<file path="src/rtl/ddr_cmd_pkg.sv">
// ddr_cmd_pkg: command encodings, scheduler states and init-sequence helpers
package ddr_cmd_pkg;
  localparam logic [2:0] CMD_NOP       = 3'b000;
  localparam logic [2:0] CMD_READA     = 3'b001;
  localparam logic [2:0] CMD_WRITEA    = 3'b010;
  localparam logic [2:0] CMD_REFRESH   = 3'b011;
  localparam logic [2:0] CMD_PRECHARGE = 3'b100;
  localparam logic [2:0] CMD_LOAD_MODE = 3'b101;
  localparam logic [2:0] CMD_LOAD_REG1 = 3'b110;
  localparam logic [2:0] CMD_LOAD_REG2 = 3'b111;
  localparam logic [2:0] INIT_STEPS    = 3'd6;
  typedef enum logic [2:0] {PWRUP, ICMD, IGAP, IDLE, ACC, GAP} state_t;
  function automatic logic [2:0] init_cmd(input logic [2:0] step);
    return step == 3'd0 ? CMD_LOAD_REG1 :
           step == 3'd1 ? CMD_LOAD_REG2 :
           step == 3'd2 ? CMD_PRECHARGE :
           step == 3'd5 ? CMD_LOAD_MODE : CMD_REFRESH;
  endfunction
endpackage

</file>
<file path="src/rtl/ddr_rr_arbiter.sv">
// ddr_rr_arbiter: two-port round-robin grant; ptr names the port with priority on a tie
module ddr_rr_arbiter (
  input  logic req0,
  input  logic req1,
  input  logic ptr,
  output logic req_any,
  output logic gnt
);
  assign req_any = req0 | req1;
  assign gnt     = (req0 & req1) ? ptr : req1;
endmodule

</file>
<file path="src/rtl/ddr_cmd_scheduler.sv">
// ddr_cmd_scheduler: runs the DDR init sequence, then schedules two requester ports onto CMD/ADDR
module ddr_cmd_scheduler
  import ddr_cmd_pkg::*;
#(
  parameter int              ASIZE       = 22,
  parameter logic [15:0]     INIT_WAIT   = 16'd200,
  parameter logic [ASIZE-1:0] REG1_VAL   = ASIZE'(22'h000_0E15),
  parameter logic [ASIZE-1:0] REG2_VAL   = ASIZE'(22'h000_0618),
  parameter logic [ASIZE-1:0] PRE_ADDR   = ASIZE'(22'h000_0400),
  parameter logic [ASIZE-1:0] MODE_VAL   = ASIZE'(22'h000_0023),
  parameter logic [7:0]      ACK_TIMEOUT = 8'd255
) (
  input  logic             CLK,
  input  logic             RESET,
  input  logic             CMD_ACK,
  input  logic             P0_REQ,
  input  logic             P1_REQ,
  input  logic             P0_WR,
  input  logic             P1_WR,
  input  logic [ASIZE-1:0] P0_ADDR,
  input  logic [ASIZE-1:0] P1_ADDR,
  output logic             P0_ACK,
  output logic             P1_ACK,
  output logic [2:0]       CMD,
  output logic [ASIZE-1:0] ADDR,
  output logic             INIT_DONE,
  output logic             ERR
);
  localparam logic [7:0] TO_LAST = ACK_TIMEOUT - 8'd1;
  state_t state, state_n;
  logic [2:0] step, step_n;
  logic [15:0] wcnt, wcnt_n;
  logic [7:0] tcnt, tcnt_n;
  logic ptr, ptr_n, gnt_q, gnt_n, req_any, gnt;
  logic [2:0] cmd_n;
  logic [ASIZE-1:0] addr_n, init_addr;
  logic p0_ack_n, p1_ack_n, done_n, err_n;
  ddr_rr_arbiter u_arb (
    .req0(P0_REQ), .req1(P1_REQ), .ptr(ptr), .req_any(req_any), .gnt(gnt)
  );
  assign init_addr = step == 3'd0 ? REG1_VAL :
                     step == 3'd1 ? REG2_VAL :
                     step == 3'd2 ? PRE_ADDR :
                     step == 3'd5 ? MODE_VAL : '0;
  // next-state and next-output decode; every output is registered below
  always_comb begin
    state_n  = state;
    step_n   = step;
    wcnt_n   = wcnt;
    tcnt_n   = tcnt;
    ptr_n    = ptr;
    gnt_n    = gnt_q;
    cmd_n    = CMD;
    addr_n   = ADDR;
    p0_ack_n = 1'b0;
    p1_ack_n = 1'b0;
    done_n   = INIT_DONE;
    err_n    = ERR;
    case (state)
      PWRUP: begin
        wcnt_n = wcnt + 16'd1;
        if (wcnt == INIT_WAIT) begin
          state_n = ICMD;
          cmd_n   = init_cmd(step);
          addr_n  = init_addr;
          tcnt_n  = '0;
        end
      end
      ICMD: begin
        tcnt_n = tcnt + 8'd1;
        if (CMD_ACK || tcnt == TO_LAST) begin
          state_n = IGAP;
          cmd_n   = CMD_NOP;
          addr_n  = '0;
          step_n  = CMD_ACK ? step + 3'd1 : step;
          err_n   = ERR | ~CMD_ACK;
        end
      end
      IGAP: begin
        state_n = step == INIT_STEPS ? IDLE : ICMD;
        done_n  = step == INIT_STEPS;
        cmd_n   = step == INIT_STEPS ? CMD_NOP : init_cmd(step);
        addr_n  = step == INIT_STEPS ? '0 : init_addr;
        tcnt_n  = '0;
      end
      IDLE: begin
        if (req_any) begin
          state_n = ACC;
          gnt_n   = gnt;
          cmd_n   = (gnt ? P1_WR : P0_WR) ? CMD_WRITEA : CMD_READA;
          addr_n  = gnt ? P1_ADDR : P0_ADDR;
          tcnt_n  = '0;
        end
      end
      ACC: begin
        tcnt_n = tcnt + 8'd1;
        if (CMD_ACK || tcnt == TO_LAST) begin
          state_n  = GAP;
          cmd_n    = CMD_NOP;
          addr_n   = '0;
          p0_ack_n = CMD_ACK & ~gnt_q;
          p1_ack_n = CMD_ACK & gnt_q;
          ptr_n    = CMD_ACK ? ~gnt_q : ptr;
          err_n    = ERR | ~CMD_ACK;
        end
      end
      GAP: state_n = IDLE;
      default: state_n = PWRUP;
    endcase
  end
  // state and output registers with synchronous reset
  always_ff @(posedge CLK) begin
    if (RESET) begin
      state     <= PWRUP;
      step      <= '0;
      wcnt      <= '0;
      tcnt      <= '0;
      ptr       <= 1'b0;
      gnt_q     <= 1'b0;
      CMD       <= CMD_NOP;
      ADDR      <= '0;
      P0_ACK    <= 1'b0;
      P1_ACK    <= 1'b0;
      INIT_DONE <= 1'b0;
      ERR       <= 1'b0;
    end else begin
      state     <= state_n;
      step      <= step_n;
      wcnt      <= wcnt_n;
      tcnt      <= tcnt_n;
      ptr       <= ptr_n;
      gnt_q     <= gnt_n;
      CMD       <= cmd_n;
      ADDR      <= addr_n;
      P0_ACK    <= p0_ack_n;
      P1_ACK    <= p1_ack_n;
      INIT_DONE <= done_n;
      ERR       <= err_n;
    end
  end
endmodule

</file>
<file path="config.mk">
export PLATFORM = sky130hd
export DESIGN_NAME = ddr_cmd_scheduler
export DESIGN_NICKNAME = d
export VERILOG_FILES = /design/src/rtl/ddr_cmd_pkg.sv /design/src/rtl/ddr_rr_arbiter.sv /design/src/rtl/ddr_cmd_scheduler.sv
export SDC_FILE = /design/constraint.sdc
export NUM_CORES = 1
export LEC_CHECK = 0
export CAP_MARGIN = 20
export CELL_PAD_IN_SITES_DETAIL_PLACEMENT = 0
export CELL_PAD_IN_SITES_GLOBAL_PLACEMENT = 2
export CORE_UTILIZATION = 31
export CTS_CLUSTER_DIAMETER = 100
export DETAILED_ROUTE_END_ITERATION = 8
export PLACE_DENSITY = 0.95
export SKIP_CTS_REPAIR_TIMING = 1
export SYNTH_ARGS = -nofsm -noshare
export SYNTH_HDL_FRONTEND = slang
export SYNTH_SLANG_ARGS = --single-unit
</file>
<file path="constraint.sdc">
create_clock -name CLK -period 5.6 [get_ports CLK]
set_clock_uncertainty 0.05 [all_clocks]
set_input_delay 0.56 -clock CLK [delete_from_list [all_inputs] [get_ports CLK]]
set_output_delay 0.56 -clock CLK [all_outputs]
set_load 0.1 [all_outputs]
</file>
==> flow_metrics.env, run 1 <==
export IMPL_crit_path_end_kind="flip-flop"
export IMPL_multiInputGateArea_sq_um=1767
export IMPL_post_drt_wl_per_cell_microns=13.21
export IMPL_die_area_sq_um=10390
export IMPL_port_buffers=79
export IMPL_clk_latency_ns=0.34
export IMPL_rows=36
export IMPL_antenna_cells=0
export IMPL_fmax_ghz=0.3642
export IMPL_finalHoldViolCount=0
export IMPL_dp_hpwl_microns=5387
export IMPL_vias=2769
export IMPL_rsz0062_at_grt="false"
export IMPL_fin_crit_ns=2.745
export IMPL_dr_pass1_iters=4
export IMPL_slew_violations=0
export IMPL_die_w_microns=101.9
export IMPL_hold_class="flip-flop to flip-flop"
export IMPL_synthesis_area_sq_um=3097
export IMPL_cap_violations=0
export IMPL_fin_total_pwr_w=0.001224
export IMPL_die_h_microns=101.9
export IMPL_worst_setup_path_start_kind="input port"
export IMPL_wirelength_microns=7503
export IMPL_power_leakage_nw=1.547
export IMPL_critical_path_class="input port to flip-flop"
export IMPL_timing_final_crit_share_pct=49.03
export IMPL_routed_via_density=4.875
export IMPL_slew_headroom_pct=31.13
export IMPL_cellPowerDensity_nw_per_um2=289.9
export IMPL_synth_cell_types=48
export IMPL_synth_edf_count=0
export IMPL_status="complete, no violations"
export IMPL_pin_count=80
export IMPL_nFillCells=996
export IMPL_grt_pass1_vias=2603
export IMPL_gp_congestion=0.7328
export IMPL_htreeDepth=3
export IMPL_drtAntennaViolNets=0
export IMPL_syn_nets=417
export IMPL_syn_to_final_growth_pct=36.36
export IMPL_hold_slack_ns=0.4249
export IMPL_final_nets=489
export IMPL_numPlacedInstances=552
export IMPL_setup_violations=0
export IMPL_core_sq_um=9729
export IMPL_drive_gt1_share_pct=10.80
export IMPL_grt_max_degree=51
export IMPL_r2r_cells=8
export IMPL_start_util_pct=31.83
export IMPL_clk_pin_slew_ns=0.06
export IMPL_tritoncts="done"
export IMPL_final_setup_tns_ns=0
export IMPL_grt_pass1_wl_microns=12410
export IMPL_post_route_drc_count=0
export IMPL_antenna_found_initial=0
export IMPL_ys_seq_area_share_pct=39.43
export IMPL_clockRootBuffer="clkbuf_8"
export IMPL_ys_warn_count=0
export IMPL_utilization_pct=43.40
export IMPL_clock_sinks=61
export IMPL_overflow=0
export IMPL_clockBufferDepth=2
export IMPL_grt_use_total_pct=15.49
export IMPL_synth_main_ff_cell="dfxtp_1"
export IMPL_regArea_sq_um=1221
export IMPL_cp_arrival_ns=2.92
export IMPL_synth_seq_cells=61
export IMPL_hold_depth=2
export IMPL_cts_made_buffers=9
export IMPL_tightest_slew_ns=1.030
export IMPL_path_max_fanout=45
export IMPL_fin_cells=568
export IMPL_critical_path_required_ns=5.78
export IMPL_synth_area_per_cell_sq_um=8.650
export IMPL_synthArstFlopShare_pct=0
export IMPL_ir_drop_v=0.0001224
export IMPL_drt_iter0_markers=143
export IMPL_synthCells=358
==> registers in the layout (all words and copies together) (netlist names) <==
signal     flops
P0_ACK         1
tcnt           8
state          3
step           3
ADDR          22
ptr            1
wcnt          16
INIT_DONE      1
P1_ACK         1
ERR            1
CMD            3
gnt_q          1
==> cell type report <==
type,instances,share of cell area [%]
multi-input combinational,265,41.84
sequential,61,28.92
timing repair buffer,82,19.26
tap,133,3.941
clock buffer,10,3.022
clock inverter,6,2.044
inverter,11,0.9778
==> cell usage in the layout (no fill, tap or decap), drive strengths merged, types with 3 or more instances in the layout <==
cell type / instances
nand3: 9
nor3: 32
mux2i: 16
and2: 3
clkdlybuf4s50: 79
inv: 11
and3: 4
nand2: 24
xor2: 6
a31o: 13
nand2b: 4
buf: 3
nor2b: 10
a221oi: 4
o21ai: 10
a211oi: 5
ha: 8
nor2: 42
nor3b: 3
a21oi: 19
clkinv: 3
dfxtp: 61
xnor2: 12
clkbuf: 10
o211a: 3
mux2: 10
==> Yosys cell counts, types with 10 or more instances <==
library cell / count / area share [%]
clkbuf_1: 18 / 2.2
mux2_2: 10 / 3.6
nor2b_1: 10 / 2.0
nand2_1: 24 / 2.9
inv_1: 10 / 1.2
a21oi_1: 19 / 3.1
mux2i_1: 16 / 5.2
nor2_1: 42 / 5.1
nor3_1: 32 / 5.2
dfxtp_1: 61 / 39
xnor2_1: 12 / 3.4
a31o_2: 13 / 3.7
==> kinds of logic after synthesis <==
group | synth area share (%)
AOI/OAI and AO/OA | 16.40
xor gates and xnor gates | 5.091
adders and majority gates | 3.232
buffers and inverters | 3.959
DFF | 39.43
muxes | 8.808
and+or+nand+nor | 23.07
==> metal layers <==
metal / global-route usage [%] / part of all wire (%) / vias up / wire [microns]
met4: 5.055 / 0.73 / 0 / 55
met2: 23.54 / 45 / 96 / 3354
li1: - / - / 1414 / -
met5: 0 / 0 / - / 0
met3: 6.703 / 8.3 / 4 / 626
met1: 19.72 / 46 / 1255 / 3466
==> metrics by stage <==
step	instance area (sq um)	setup WS, ns
finish	4223	2.855
global route	4223	2.661
CTS	4223	2.862
detailed placement	4009	2.497
global placement	4009	2.555
floorplan	3097	3.260
==> where the power goes <==
part,internal (W),switching [W]
Clock,0.000251,0.000179
Combinational,0.000114,0.000203
Sequential,0.000457,0.0000194
==> final timing paths <==
kind	start	to	slack, ns
worst max register to register	wcnt[0]	CMD[2]	2.88
worst min-delay path	INIT_DONE	INIT_DONE	0.42
worst max-delay path	RESET	ADDR[17]	2.85
worst min register to register	INIT_DONE	INIT_DONE	0.42
==> critical path, stage by stage <==
cell,delay (ns)
clkdlybuf4s50_1,0.45
buf_4,0.41
clkinv_1,0.57
nand2_1,0.57
nor3_1,0.11
a31o_2,0.23
Note: power is estimated with default switching activity, not from simulation.
==> run 2: changes to the inputs <==
- CORE_UTILIZATION: 31 -> 28
- PLACE_DENSITY: 0.95 -> 0.91
- clock period: 5.6 -> 2.8 ns (I/O delays scaled with it)
==> run 2 against run 1 <==
Effect of this change:
- combinational power rose by 100%
- sequential share of layout area fell by 0.094 points
- critical path type is now flip-flop to flip-flop
- global-route usage fell by 0.82 points
- flip-flop and latch count did not move
==> flow_metrics.env, run 2 (same netlist as run 1, synthesis figures left out) <==
export IMPL_slew_violations=0
export IMPL_clk_pin_slew_ns=0.07
export IMPL_overflow=0
export IMPL_cellPowerDensity_nw_per_um2=606.9
export IMPL_nFillCells=1067
export IMPL_fmax_ghz=0.4109
export IMPL_slew_headroom_pct=59.53
export IMPL_path_delay_family="compound AO/OA/AOI/OAI gates"
export IMPL_dr_pass1_iters=4
export IMPL_antenna_cells=0
export IMPL_final_common_cell="dfxtp_1"
export IMPL_worst_setup_path_start_kind="flip-flop"
export IMPL_post_route_drc_count=0
export IMPL_rrSetupSlack_ns=0.37
export IMPL_grt_max_degree=45
export IMPL_largest_reg_flops=22
export IMPL_fin_total_pwr_w=0.002571
export IMPL_cp_slowest_cell="or3b_2"
export IMPL_crit_path_end_kind="flip-flop"
export IMPL_critical_path_required_ns=3.03
export IMPL_pin_count=80
export IMPL_grt_pass1_wl_microns=13300
export IMPL_dp_hpwl_microns=5776
export IMPL_routed_via_density=4.843
export IMPL_path_max_fanout=27
export IMPL_core_sq_um=10790
export IMPL_die_area_sq_um=11480
export IMPL_drt_iter0_markers=85
export IMPL_hold_class="flip-flop to flip-flop"
export IMPL_die_h_microns=107.2
export IMPL_final_nets=495
export IMPL_port_buffers=79
export IMPL_clock_sinks=61
export IMPL_htreeDepth=3
export IMPL_clockRootBuffer="clkbuf_8"
export IMPL_ir_drop_v=0.0003199
export IMPL_grt_use_total_pct=14.67
export IMPL_wirelength_microns=7890
export IMPL_final_setup_tns_ns=0
export IMPL_fin_crit_ns=2.433
export IMPL_cts_made_buffers=9
export IMPL_vias=2809
export IMPL_tritoncts="done"
export IMPL_finalHoldViolCount=0
export IMPL_tightest_slew_ns=0.5986
export IMPL_cap_violations=0
export IMPL_drtAntennaViolNets=0
export IMPL_status="complete, no violations"
export IMPL_critical_path_class="flip-flop to flip-flop"
export IMPL_syn_to_final_growth_pct=36.81
export IMPL_layout_common_cells="dfxtp_1, clkdlybuf4s50_1, nor2_1"
export IMPL_cp_cell_sequence="inv_1 > ha_1 > or3b_2 > o41ai_4 > o311ai_4 > buf_4 > nor3_1 > a31o_2"
export IMPL_clockBufferDepth=2
export IMPL_gp_congestion=0.7319
export IMPL_clk_latency_ns=0.33
export IMPL_grt_pass1_vias=2803
export IMPL_timing_final_crit_share_pct=86.91
export IMPL_worst_path_buf_inv=2
export IMPL_start_util_pct=28.69
export IMPL_post_drt_wl_per_cell_microns=13.60
export IMPL_power_leakage_nw=1.653
export IMPL_rsz0062_at_grt="false"
export IMPL_cp_slowest_stage_delay_ns=0.47
export IMPL_largest_registers="ADDR x22, wcnt x16, tcnt x8"
export IMPL_cp_arrival_ns=2.67
export IMPL_regMostFlops="ADDR"
export IMPL_setup_violations=0
export IMPL_die_w_microns=107.2
export IMPL_drive_gt1_share_pct=18.64
export IMPL_rows=38
export IMPL_antenna_found_initial=0
run 2: per-layer routing:
layer	share of wire [%]	routed length, microns	GRT usage, %
met5	0	0	0
met4	1.1	89	4.697
met2	48	3793	25.16
met3	5.7	451	4.620
met1	45	3556	17.30
run 2: cell type report:
class | instances | area, sq um | share of cell area [%]
Clock buffer | 11 | 151.4 | 3.574
Clock inverter | 4 | 95.09 | 2.245
Inverter | 11 | 41.29 | 0.9746
Multi-Input combinational cell | 265 | 1767 | 41.70
Sequential cell | 61 | 1221 | 28.82
Tap cell | 140 | 175.2 | 4.135
Timing Repair Buffer | 88 | 785.8 | 18.55
run 2: power breakdown:
| group | total (W) | switching [W] | leakage (nW) | internal (W) |
|---|---|---|---|---|
| clock network | 0.000976 | 0.000342 | 0.125 | 0.000634 |
| registers | 0.000957 | 0.0000426 | 0.493 | 0.000914 |
| logic | 0.000639 | 0.000411 | 1.03 | 0.000228 |
run 2: tightest hold or removal path, stage by stage (launching register included):
cell     delay (ns)
dfxtp_1        0.32
nand2_1        0.05
a21oi_1        0.05
run 2: metrics by stage:
step | area, sq um | std cells | util, % | setup WS, ns | hold slack, ns
after CTS | 4237 | 580 | 39.25 | 0.3611 | 0.4329
final | 4237 | 580 | 39.25 | 0.3665 | 0.4233
after global placement | 3990 | 565 | 36.97 | 0.4345 | 0.4194
after detailed placement | 3990 | 565 | 36.97 | 0.3695 | 0.4235
after floorplan | 3097 | 358 | - | 0.4595 | 0.3469
after global routing | 4237 | 580 | 39.25 | 0.2310 | 0.4496
run 2: path summary, 6_finish.rpt:
check	startpoint	to	depth (start not counted)
max reg2reg	wcnt[0]	ADDR[17]	8
min	INIT_DONE	INIT_DONE	2
min reg2reg	INIT_DONE	INIT_DONE	2
max	wcnt[0]	ADDR[17]	8
